`src/rtl/fetch_unit_pkg.sv`:
```
// Shared fetch-stage types and constants: word size, default NOP encoding,
// the (pc, instr) entry carried by output and skid registers, and the
// request FSM state type.
package fetch_unit_pkg;

  localparam int unsigned XLEN       = 32;
  localparam int unsigned WORD_BYTES = 4;

  // sll $0,$0,0
  localparam logic [XLEN-1:0] DEFAULT_NOP_INSTR = 32'h0000_0000;

  typedef struct packed {
    logic [XLEN-1:0] pc;
    logic [XLEN-1:0] instr;
  } fetch_entry_t;

  typedef enum logic [1:0] {
    IDLE_REQ  = 2'd0,  // nothing in flight
    WAIT_RESP = 2'd1,  // one request in flight, response will be kept
    WAIT_DROP = 2'd2   // one request in flight, response will be discarded
  } fetch_state_e;

  // Sequential fetch address; wraps modulo 2^32.
  function automatic logic [XLEN-1:0] next_pc(input logic [XLEN-1:0] pc);
    return pc + XLEN'(WORD_BYTES);
  endfunction

endpackage

```
`src/rtl/fetch_unit_if.sv`:
```
// Instruction-memory read channel.
//   imem_req/imem_addr   : request valid and word address (fetch side drives)
//   imem_ready           : request accepted when imem_req && imem_ready
//   imem_rvalid/rdata    : one in-order response per accepted request
interface fetch_unit_if;
  import fetch_unit_pkg::*;

  logic            imem_req;
  logic [XLEN-1:0] imem_addr;
  logic            imem_ready;
  logic            imem_rvalid;
  logic [XLEN-1:0] imem_rdata;

  modport master (
    output imem_req, imem_addr,
    input  imem_ready, imem_rvalid, imem_rdata
  );

  modport slave (
    input  imem_req, imem_addr,
    output imem_ready, imem_rvalid, imem_rdata
  );
endinterface

```
`src/rtl/fetch_unit_skid.sv`:
```
// One-entry holding register for a response that arrives while the output
// slot is stalled.
//   clock, reset : clock and async active-low reset
//   load/din     : capture din (ignored while flush)
//   unload       : release the held entry
//   flush        : discard the held entry (highest priority)
//   valid/dout   : held entry
module fetch_unit_skid
  import fetch_unit_pkg::*;
(
  input  logic         clock,
  input  logic         reset,
  input  logic         load,
  input  logic         unload,
  input  logic         flush,
  input  fetch_entry_t din,
  output logic         valid,
  output fetch_entry_t dout
);

  logic         valid_q, valid_d;
  fetch_entry_t entry_q, entry_d;

  // Next-entry selection: flush > load > unload.
  always_comb begin
    valid_d = valid_q;
    entry_d = entry_q;
    if (flush) begin
      valid_d = 1'b0;
    end else if (load) begin
      valid_d = 1'b1;
      entry_d = din;
    end else if (unload) begin
      valid_d = 1'b0;
    end
  end

  always_ff @(posedge clock or negedge reset) begin
    if (!reset) begin
      valid_q <= 1'b0;
      entry_q <= '0;
    end else begin
      valid_q <= valid_d;
      entry_q <= entry_d;
    end
  end

  assign valid = valid_q;
  assign dout  = entry_q;

endmodule

```
`src/rtl/fetch_unit.sv`:
```
// Instruction-fetch stage: owns the PC, issues one outstanding word read at a
// time, and presents (pc, instr) to the IF/ID register with stall, redirect
// flush and a one-entry skid buffer.
//   clock, reset       : clock and async active-low reset
//   stall              : downstream IF/ID register holds
//   redirect/_pc       : flush and restart fetch at redirect_pc
//   imem               : instruction-memory read channel (master side)
//   valid_out/pc_out/instr_out : presented instruction (0/NOP when invalid)
module fetch_unit
  import fetch_unit_pkg::*;
#(
  parameter logic [31:0] RESET_PC  = 32'h0000_0000,
  parameter logic [31:0] NOP_INSTR = DEFAULT_NOP_INSTR
) (
  input  logic                clock,
  input  logic                reset,
  input  logic                stall,
  input  logic                redirect,
  input  logic [31:0]         redirect_pc,
  fetch_unit_if.master        imem,
  output logic                valid_out,
  output logic [31:0]         pc_out,
  output logic [31:0]         instr_out
);

  localparam fetch_entry_t BUBBLE = '{pc: '0, instr: NOP_INSTR};

  fetch_state_e    state_q, state_d;
  logic [XLEN-1:0] fetch_pc_q, fetch_pc_d;
  logic [XLEN-1:0] req_pc_q, req_pc_d;
  fetch_entry_t    out_q, out_d;
  logic            valid_q, valid_d;

  logic            outstanding;
  logic            rsp_fire;
  logic            rsp_keep;
  logic            req_c;
  logic            accept;
  fetch_entry_t    rsp_entry;

  logic            skid_valid;
  fetch_entry_t    skid_entry;
  logic            skid_load, skid_unload, skid_flush;

  assign outstanding = (state_q != IDLE_REQ);
  assign rsp_fire    = imem.imem_rvalid && outstanding;
  assign rsp_keep    = rsp_fire && (state_q == WAIT_RESP) && !redirect;
  assign rsp_entry   = '{pc: req_pc_q, instr: imem.imem_rdata};

  // Request is combinational so a returning response can be overlapped with
  // the next request; reset gates it so nothing is requested while held.
  assign req_c  = reset && !redirect && !stall && !skid_valid &&
                  (!outstanding || rsp_fire);
  assign accept = req_c && imem.imem_ready;

  // Next state for PC, request FSM, output slot and skid control.
  always_comb begin
    state_d     = state_q;
    fetch_pc_d  = fetch_pc_q;
    req_pc_d    = req_pc_q;
    out_d       = out_q;
    valid_d     = valid_q;
    skid_load   = 1'b0;
    skid_unload = 1'b0;
    skid_flush  = 1'b0;

    if (redirect) begin
      // Flush wins over stall; an in-flight request not answered this cycle
      // must have its response swallowed later.
      fetch_pc_d = redirect_pc;
      out_d      = BUBBLE;
      valid_d    = 1'b0;
      skid_flush = 1'b1;
      state_d    = (outstanding && !imem.imem_rvalid) ? WAIT_DROP : IDLE_REQ;
    end else begin
      if (accept) begin
        fetch_pc_d = next_pc(fetch_pc_q);
        req_pc_d   = fetch_pc_q;
        state_d    = WAIT_RESP;
      end else if (rsp_fire) begin
        state_d    = IDLE_REQ;
      end

      if (!stall) begin
        if (skid_valid) begin
          // Requests are blocked while the skid is full, so no response can
          // collide with the unload.
          out_d       = skid_entry;
          valid_d     = 1'b1;
          skid_unload = 1'b1;
        end else if (rsp_keep) begin
          out_d   = rsp_entry;
          valid_d = 1'b1;
        end else begin
          out_d   = BUBBLE;
          valid_d = 1'b0;
        end
      end else if (rsp_keep) begin
        if (!valid_q) begin
          out_d   = rsp_entry;
          valid_d = 1'b1;
        end else begin
          skid_load = 1'b1;
        end
      end
    end
  end

  always_ff @(posedge clock or negedge reset) begin
    if (!reset) begin
      state_q    <= IDLE_REQ;
      fetch_pc_q <= RESET_PC;
      req_pc_q   <= '0;
      out_q      <= BUBBLE;
      valid_q    <= 1'b0;
    end else begin
      state_q    <= state_d;
      fetch_pc_q <= fetch_pc_d;
      req_pc_q   <= req_pc_d;
      out_q      <= out_d;
      valid_q    <= valid_d;
    end
  end

  fetch_unit_skid u_skid (
    .clock  (clock),
    .reset  (reset),
    .load   (skid_load),
    .unload (skid_unload),
    .flush  (skid_flush),
    .din    (rsp_entry),
    .valid  (skid_valid),
    .dout   (skid_entry)
  );

  assign imem.imem_req  = req_c;
  assign imem.imem_addr = fetch_pc_q;

  assign valid_out = valid_q;
  assign pc_out    = out_q.pc;
  assign instr_out = out_q.instr;

endmodule

```
`src/flat_wrapper.sv`:
```
// flat-port wrapper written by rule: the top's interface ports become plain ports
module fetch_unit_flat import fetch_unit_pkg::*;
#(
  parameter logic [31:0] RESET_PC  = 32'h0000_0000,
  parameter logic [31:0] NOP_INSTR = DEFAULT_NOP_INSTR
)
  (clock, reset, stall, redirect, redirect_pc, valid_out, pc_out, instr_out, imem_imem_req, imem_imem_addr, imem_imem_ready, imem_imem_rvalid, imem_imem_rdata);
  fetch_unit_if imem_i ();
  input  logic clock;
  input  logic reset;
  input  logic stall;
  input  logic redirect;
  input  logic [31:0] redirect_pc;
  output logic valid_out;
  output logic [31:0] pc_out;
  output logic [31:0] instr_out;
  output wire logic [$bits(imem_i.imem_req)-1:0] imem_imem_req;
  output wire logic [$bits(imem_i.imem_addr)-1:0] imem_imem_addr;
  input wire logic [$bits(imem_i.imem_ready)-1:0] imem_imem_ready;
  input wire logic [$bits(imem_i.imem_rvalid)-1:0] imem_imem_rvalid;
  input wire logic [$bits(imem_i.imem_rdata)-1:0] imem_imem_rdata;
  assign imem_imem_req = imem_i.imem_req;
  assign imem_imem_addr = imem_i.imem_addr;
  assign imem_i.imem_ready = imem_imem_ready;
  assign imem_i.imem_rvalid = imem_imem_rvalid;
  assign imem_i.imem_rdata = imem_imem_rdata;
  fetch_unit #(.RESET_PC(RESET_PC), .NOP_INSTR(NOP_INSTR)) u_core (.clock(clock), .reset(reset), .stall(stall), .redirect(redirect), .redirect_pc(redirect_pc), .imem(imem_i), .valid_out(valid_out), .pc_out(pc_out), .instr_out(instr_out));
endmodule
```
`config.mk`:
```
export PLATFORM = sky130hd
export DESIGN_NAME = fetch_unit_flat
export DESIGN_NICKNAME = d
export VERILOG_FILES = /design/src/rtl/fetch_unit_pkg.sv /design/src/rtl/fetch_unit_if.sv /design/src/rtl/fetch_unit_skid.sv /design/src/rtl/fetch_unit.sv /design/src/flat_wrapper.sv
export SDC_FILE = /design/constraint.sdc
export NUM_CORES = 1
export LEC_CHECK = 0
export CAP_MARGIN = 10
export CELL_PAD_IN_SITES_DETAIL_PLACEMENT = 1
export CELL_PAD_IN_SITES_GLOBAL_PLACEMENT = 1
export CORE_MARGIN = 4
export CORE_UTILIZATION = 29
export CTS_CLUSTER_SIZE = 25
export DETAILED_ROUTE_END_ITERATION = 10
export DONT_BUFFER_PORTS = 1
export PLACE_DENSITY_LB_ADDON = 0.1
export SLEW_MARGIN = 25
export SYNTH_ARGS = -nofsm -noshare
export SYNTH_HDL_FRONTEND = slang
export SYNTH_SLANG_ARGS = --single-unit
```
`constraint.sdc`:
```
create_clock -name clock -period 1.7 [get_ports clock]
set_input_delay 0.17 -clock clock [delete_from_list [all_inputs] [get_ports clock]]
set_output_delay 0.17 -clock clock [all_outputs]
set_load 0.03 [all_outputs]
```
==> flow_summary.yaml, run 1 <==
power:
  vdd_drop_max_uv: 557
  p_per_area_nw_per_um2: 885
  p_leak_nw: 5.22
finish:
  fin_area_um2: 11700
  drive_above_1_share_pct: 28.5
  multi_input_area_um2: 3820
  layout_common_cells: "181 x nand2_1, 177 x dfrtp_1, 70 x mux2i_1"
  fill_cells: 3122
  register_area_um2: 4930
  final_common_cell: "nand2_1"
  layout.nets: 999
  diodes: 0
  areaGrowthSynthToFinish_pct: 36.4
worst_setup_path:
  start_kind: "flip-flop"
  cp-startpoint: "u_core.state_q[0]$_DFFE_PN0P_"
  worstReg2RegStart: "u_core.state_q[0]$_DFFE_PN0P_"
  critical_path_arrival_ns: 2.04
  worstSetupPathType: "flip-flop to flip-flop"
  required_ns: 2.02
  crit_path_end_kind: "flip-flop"
  crit_fanout: 12
placement:
  gp_congestion: 0.783
  place_area_um2: 9560
  place_worst_setup_slack_ns: -0.125
  io_buffer_count: 0
  dp.final_hpwl_mm: 17.0
synthesis:
  ys_ff_latch: 196
  ys_seq_area_share_pct: 57.1
  synth_ff_type: "dfrtp_1"
  synth.avg_cell_area_um2: 11.0
  yosysUniqueCellTypes: 46
  synth_warnings: 0
  synth_edf_count: 0
  syn-instance-count: 780
  synth.net_count: 851
  syn_area_um2: 8580
  async_flop_share_pct: 100
clock_tree:
  clockBufferDepth: 2
  cts_root_buf: "clkbuf_16"
  numCtsBuffers: 17
  cts_tree: "done"
  clk_latency_ns: 0.45
  ctsHoldBuffers: 69
  h-tree-depth: 4
  cts_sinks: 196
  clk_pin_slew_ns: 0.07
timing:
  rsz0062_at_grt: "yes"
  slew_headroom_pct: 70.4
  hold_viol: 196
  final.setup_skew_ns: 0.0175
  final.period_utilization_pct: 101
  finalMaxSlewViolations: 0
  clock.fmax_mhz: 584
  final-setup-viol-count: 12
  finalHoldWorstSlack_ns: -0.575
  setup_ws_ns: -0.0119
  worst_pin_slew_ns: 0.444
  fin_crit_ns: 1.71
global_routing:
  track_usage_pct: 16.1
  grt_pass1_vias: 7094
  grt_overflow: 0
  grt_antenna_before_repair: 0
  grt_max_degree: 198
  grt_first_pass_wirelength_mm: 41.7
hold_path:
  hp-class: "primary input to async pin"
detailed_routing:
  via_count: 6538
  wl_per_cell_um: 21.0
  drc: 0
  post_drt_via_cell_ratio: 4.93
  postRouteAntennaNets: 0
  drt_iter0_markers: 276
  wl_mm: 27.9
  first_pass_iters: 4
floorplanning:
  core_um2: 28900
  die_x_um: 180
  io_pins: 168
  initial_core_util_pct: 29.7
  die_h_um: 180
  dieArea_um2: 32400
  core.rowCount: 62
flow_run:
  maxCapViolations: 0
run_status:
  violations: "hold timing, setup timing"
  status: "finished, violations left"
==> where the power goes <==
| part | internal, mW | leakage [nW] | switching [mW] |
|---|---|---|---|
| combinational | 0.522 | 2.34 | 0.686 |
| sequential | 4.94 | 2.61 | 0.301 |
| clock | 1.96 | 0.269 | 1.96 |
==> synthesized netlist by cell type, types with 3 or more instances <==
master,count,area [µm²]
a31oi_1,4,25.0
nand4_1,12,75.1
inv_1,3,11.3
dfrtp_1,196,4900
nand3_1,17,85.1
nand2_1,186,698
nor2b_1,4,25.0
buf_2,16,80.1
nor4_1,3,18.8
buf_4,6,45.0
and3_1,4,25.0
mux2i_1,71,711
xor2_1,6,52.6
a21o_1,7,52.6
o211ai_1,6,45.0
nor2_1,19,71.3
o311ai_0,5,43.8
mux2_2,66,743
and2_1,4,25.0
o21ai_0,82,410
buf_1,4,15.0
nor3_1,4,20.0
a221o_1,6,60.1
clkbuf_1,17,63.8
a21oi_1,7,35.0
==> what timing repair did <==
action	CTS	global route
hold endpoints to repair	295	196
cloned	0	12
pin swaps	9	10
buffers inserted	9	18
resized for setup	21	108
endpoints found under the setup margin	28	159
==> worst max-delay path, cell delays in order, from the launching register on <==
cell and delay, ns:
dfrtp_1 0.38, buf_6 0.11, and3b_2 0.22, and3_4 0.21, buf_12 0.15, clkbuf_16 0.20, mux2_4 0.31
==> through the flow <==
step | total power, mW | std cells | hold slack (ns) | util, % | TNS, ns
3_3_place_gp | 6.24 | 1186 | -0.116 | 33.0 | -0.183
6_report | 10.4 | 1325 | -0.575 | 40.5 | -0.0917
5_1_grt | 10.9 | 1325 | -0.611 | 40.5 | -2.69
3_5_place_dp | 6.28 | 1186 | -0.118 | 33.0 | -0.917
4_1_cts | 10.5 | 1296 | -0.608 | 37.9 | -0.0775
2_1_floorplan | 5.87 | 780 | -0.126 | - | -0.00382
==> layer usage <==
| layer | part of all wire [%] | GRT usage (%) | wire (µm) | vias to the layer above |
|---|---|---|---|---|
| met2 | 46 | 25.3 | 12800 | 165 |
| met5 | 0 | 0 | 0 | - |
| li1 | - | - | - | 3015 |
| met1 | 47 | 22.0 | 13000 | 3340 |
| met4 | 1.1 | 3.27 | 300 | 0 |
| met3 | 6.5 | 5.11 | 1820 | 18 |
==> logic make-up after synthesis <==
logic type	count (synthesis)	synth area share (%)
compound gates	124	8.48
xor+xnor	6	0.612
simple gates	267	13.8
fa+ha+maj	1	0.146
mux	137	16.9
buf+inv	49	2.84
flops	196	57.1
==> sequential cells by signal, indices dropped and copies added (netlist names) <==
register	cells
u_core.u_skid.dout	64
u_core.state_q	2
u_core.instr_out	32
u_core.pc_out	32
u_core.req_pc_q	32
u_core.valid_out	1
u_core.imem.imem_addr	32
u_core.u_skid.valid	1
==> final timing paths <==
check	endpoint	slack [ns]	cells after the start
worst max-delay path	u_core.u_skid.dout[56]$_DFFE_PN0P_	-0.01	6
max in group asynchronous	u_core.imem.imem_addr[3]$_DFFE_PN0P_	1.99	0
min in group clock	u_core.valid_out$_DFFE_PN0P_	0.03	2
worst max register to register	u_core.u_skid.dout[56]$_DFFE_PN0P_	-0.01	6
worst min register to register	u_core.req_pc_q[10]$_DFFE_PN0P_	0.50	2
worst min-delay path	u_core.instr_out[6]$_DFFE_PN0P_	-0.58	0
==> area by class of cell <==
cell class                 count  share of cell area [%]
clock buffer                  18                    3.75
clock inverter                14                    1.05
inverter                       4                   0.128
multi-input combinational    535                    32.6
sequential                   196                    42.1
tap                          384                    4.10
timing repair buffer         174                    16.2
(Power assumes the default switching activity.)
==> run 2, diff against run 1 <==
CTS_CLUSTER_SIZE = default   (was 25)
clock period = 1.4 ns   (was 1.7 ns; I/O delays follow)
==> run 2 against run 1 <==
Effect of this change:
- power rose by 28%
- the run still ends with hold timing, setup timing left
- routed wire length grew 15%
- clock power up 23%
- highest routed layer unchanged
- non-clock buffer count is 62 higher
- largest power group unchanged
- design area rose by 17%
- cell count increased by 4.8%
- maximum frequency up 0.49%
- count of clock-buffer cells in the layout increased by 1
==> flow_summary.yaml, run 2 (synthesis results as in run 1) <==
run_status:
  status: "finished, violations left"
  violations: "hold timing, setup timing"
detailed_routing:
  postRouteAntennaNets: 0
  drt_iter0_markers: 285
  drc: 0
  post_drt_via_cell_ratio: 5.04
  wl_mm: 32.0
  first_pass_iters: 4
  wl_per_cell_um: 23.0
  via_count: 6999
worst_setup_path:
  required_ns: 1.72
  worstSetupPathType: "flip-flop to flip-flop"
  crit_fanout: 6
  max_stage_delay_ns: 0.41
  crit_chain: "and3b_2 > and3_4 > buf_4 > buf_12 > mux2_2"
  crit_path_end_kind: "flip-flop"
  critPathSlowestCell: "dfrtp_1"
  start_kind: "flip-flop"
  ff2ff_setup_slack_ns: -0.30
  critical_path_arrival_ns: 2.02
finish:
  fill_cells: 2962
  instances_no_fill: 1388
  largest_reg_flops: 64
  layout.nets: 1062
  diodes: 0
  final_common_cell: "dfrtp_1"
  drive_above_1_share_pct: 46.3
  areaGrowthSynthToFinish_pct: 59.0
  layout_common_cells: "173 x dfrtp_1, 165 x nand2_1, 79 x dlygate4sd3_1"
power:
  p_seq_share_pct: 48.6
  power_frac_comb_pct: 15.1
  p_switching_mw: 3.89
  clock_power_share_pct: 36.4
  p_int_mw: 9.35
  total_power_mw: 13.2
  swShare_pct: 29.4
  vdd_drop_max_uv: 875
  p_per_area_nw_per_um2: 970
  p_leak_nw: 6.05
global_routing:
  grt_first_pass_wirelength_mm: 47.9
  grt_overflow: 0
  grt_pass1_vias: 7670
  track_usage_pct: 18.9
  grt_max_degree: 198
  grt_antenna_before_repair: 1
timing:
  setup_ws_ns: -0.303
  clock.fmax_mhz: 587
  final.period_utilization_pct: 122
  fin_crit_ns: 1.70
  final-setup-viol-count: 194
  final.setup_skew_ns: 0.0151
  worst_pin_slew_ns: 0.457
  finalHoldWorstSlack_ns: -0.608
  hold_viol: 196
  finalMaxSlewViolations: 0
  slew_headroom_pct: 69.4
  rsz0062_at_grt: "yes"
floorplanning:
  dieArea_um2: 32400
  core_um2: 28900
  core.rowCount: 62
  io_pins: 168
  die_x_um: 180
  die_h_um: 180
  initial_core_util_pct: 29.7
clock_tree:
  clockBufferDepth: 2
  ctsHoldBuffers: 80
  h-tree-depth: 4
  cts_root_buf: "clkbuf_16"
  clk_latency_ns: 0.44
  clk_pin_slew_ns: 0.08
  cts_tree: "done"
  numCtsBuffers: 17
  cts_sinks: 196
flow_run:
  maxCapViolations: 0
placement:
  dp.final_hpwl_mm: 17.8
  io_buffer_count: 0
  dp_cells: 1213
  gp_congestion: 0.832
hold_path:
  hp-class: "primary input to async pin"
-- run 2: cell types whose count changed in the layout (fill, tap and decap cells not counted), moves of 17 or more --
cell | previous run | this run
mux2i_2 | 1 | 29
o21ai_0 | 57 | 1
mux2i_1 | 70 | 22
buf_16 | 2 | 19
mux2i_4 | 0 | 20
o21ai_2 | 2 | 65
-- run 2: layer usage --
layer,track usage (%),share of wire [%]
met1,26.2,45
met2,29.6,47
met3,5.21,6.3
met4,4.60,1.4
met5,0,0
-- run 2: power groups by stage --
stage | clock network, mW | logic [mW] | registers (mW)
after floorplan | 0 | 0.580 | 6.61
after detailed placement | 0 | 1.26 | 6.47
after global placement | 0 | 1.24 | 6.44
after CTS | 5.00 | 1.81 | 6.37
after global routing | 5.23 | 2.15 | 6.49
final | 4.81 | 1.99 | 6.43
-- run 2: through the flow --
stage	setup WS, ns	utilization [%]	area (µm²)	hold WS (ns)	TNS, ns
floorplan	-0.256	-	9010	-0.156	-7.79
global placement	-0.245	34.6	10000	-0.150	-23.44
detailed placement	-0.308	34.6	10000	-0.149	-27.78
CTS	-0.263	44.5	12900	-0.627	-32.71
global route	-0.359	47.2	13600	-0.640	-49.92
finish	-0.303	47.2	13600	-0.608	-38.05
-- run 2: cell type report --
type / count / area [µm²] / share of cell area (%)
flip-flops and latches: 196 / 4930 / 36.1
repair buffers: 236 / 2970 / 21.8
inverters: 4 / 15.0 / 0.110
multi-input cells: 536 / 4690 / 34.4
clock buffers: 19 / 443 / 3.25
well taps: 384 / 480 / 3.52
clock inverters: 13 / 115 / 0.843
-- run 2: worst max-delay path: cells and delay by family (launching register included) --
family	cells	cell delay, ns
DFF	1	0.41
and+or+nand+nor	2	0.60
muxes	1	0.33
buffers and inverters	2	0.26
-- run 2: what timing repair did --
action                                  CTS  global route
gates resized for setup                 209           174
pin swaps                                60            35
cloned                                   25             9
buffers inserted                         32            16
endpoints found under the setup margin  192           194
endpoints found under the hold margin   295           196
-- run 2: final timing paths --
kind | start | endpoint | cells past startpoint
worst min-delay path | reset | u_core.instr_out[4]$_DFFE_PN0P_ | 0
max in group asynchronous | reset | u_core.imem.imem_addr[12]$_DFFE_PN0P_ | 0
worst min register to register | u_core.u_skid.dout[60]$_DFFE_PN0P_ | u_core.u_skid.dout[60]$_DFFE_PN0P_ | 1
worst max-delay path | u_core.state_q[1]$_DFFE_PN0P_ | u_core.u_skid.dout[9]$_DFFE_PN0P_ | 5
worst max register to register | u_core.state_q[1]$_DFFE_PN0P_ | u_core.u_skid.dout[9]$_DFFE_PN0P_ | 5
min in group clock | redirect | u_core.imem.imem_addr[13]$_DFFE_PN0P_ | 3
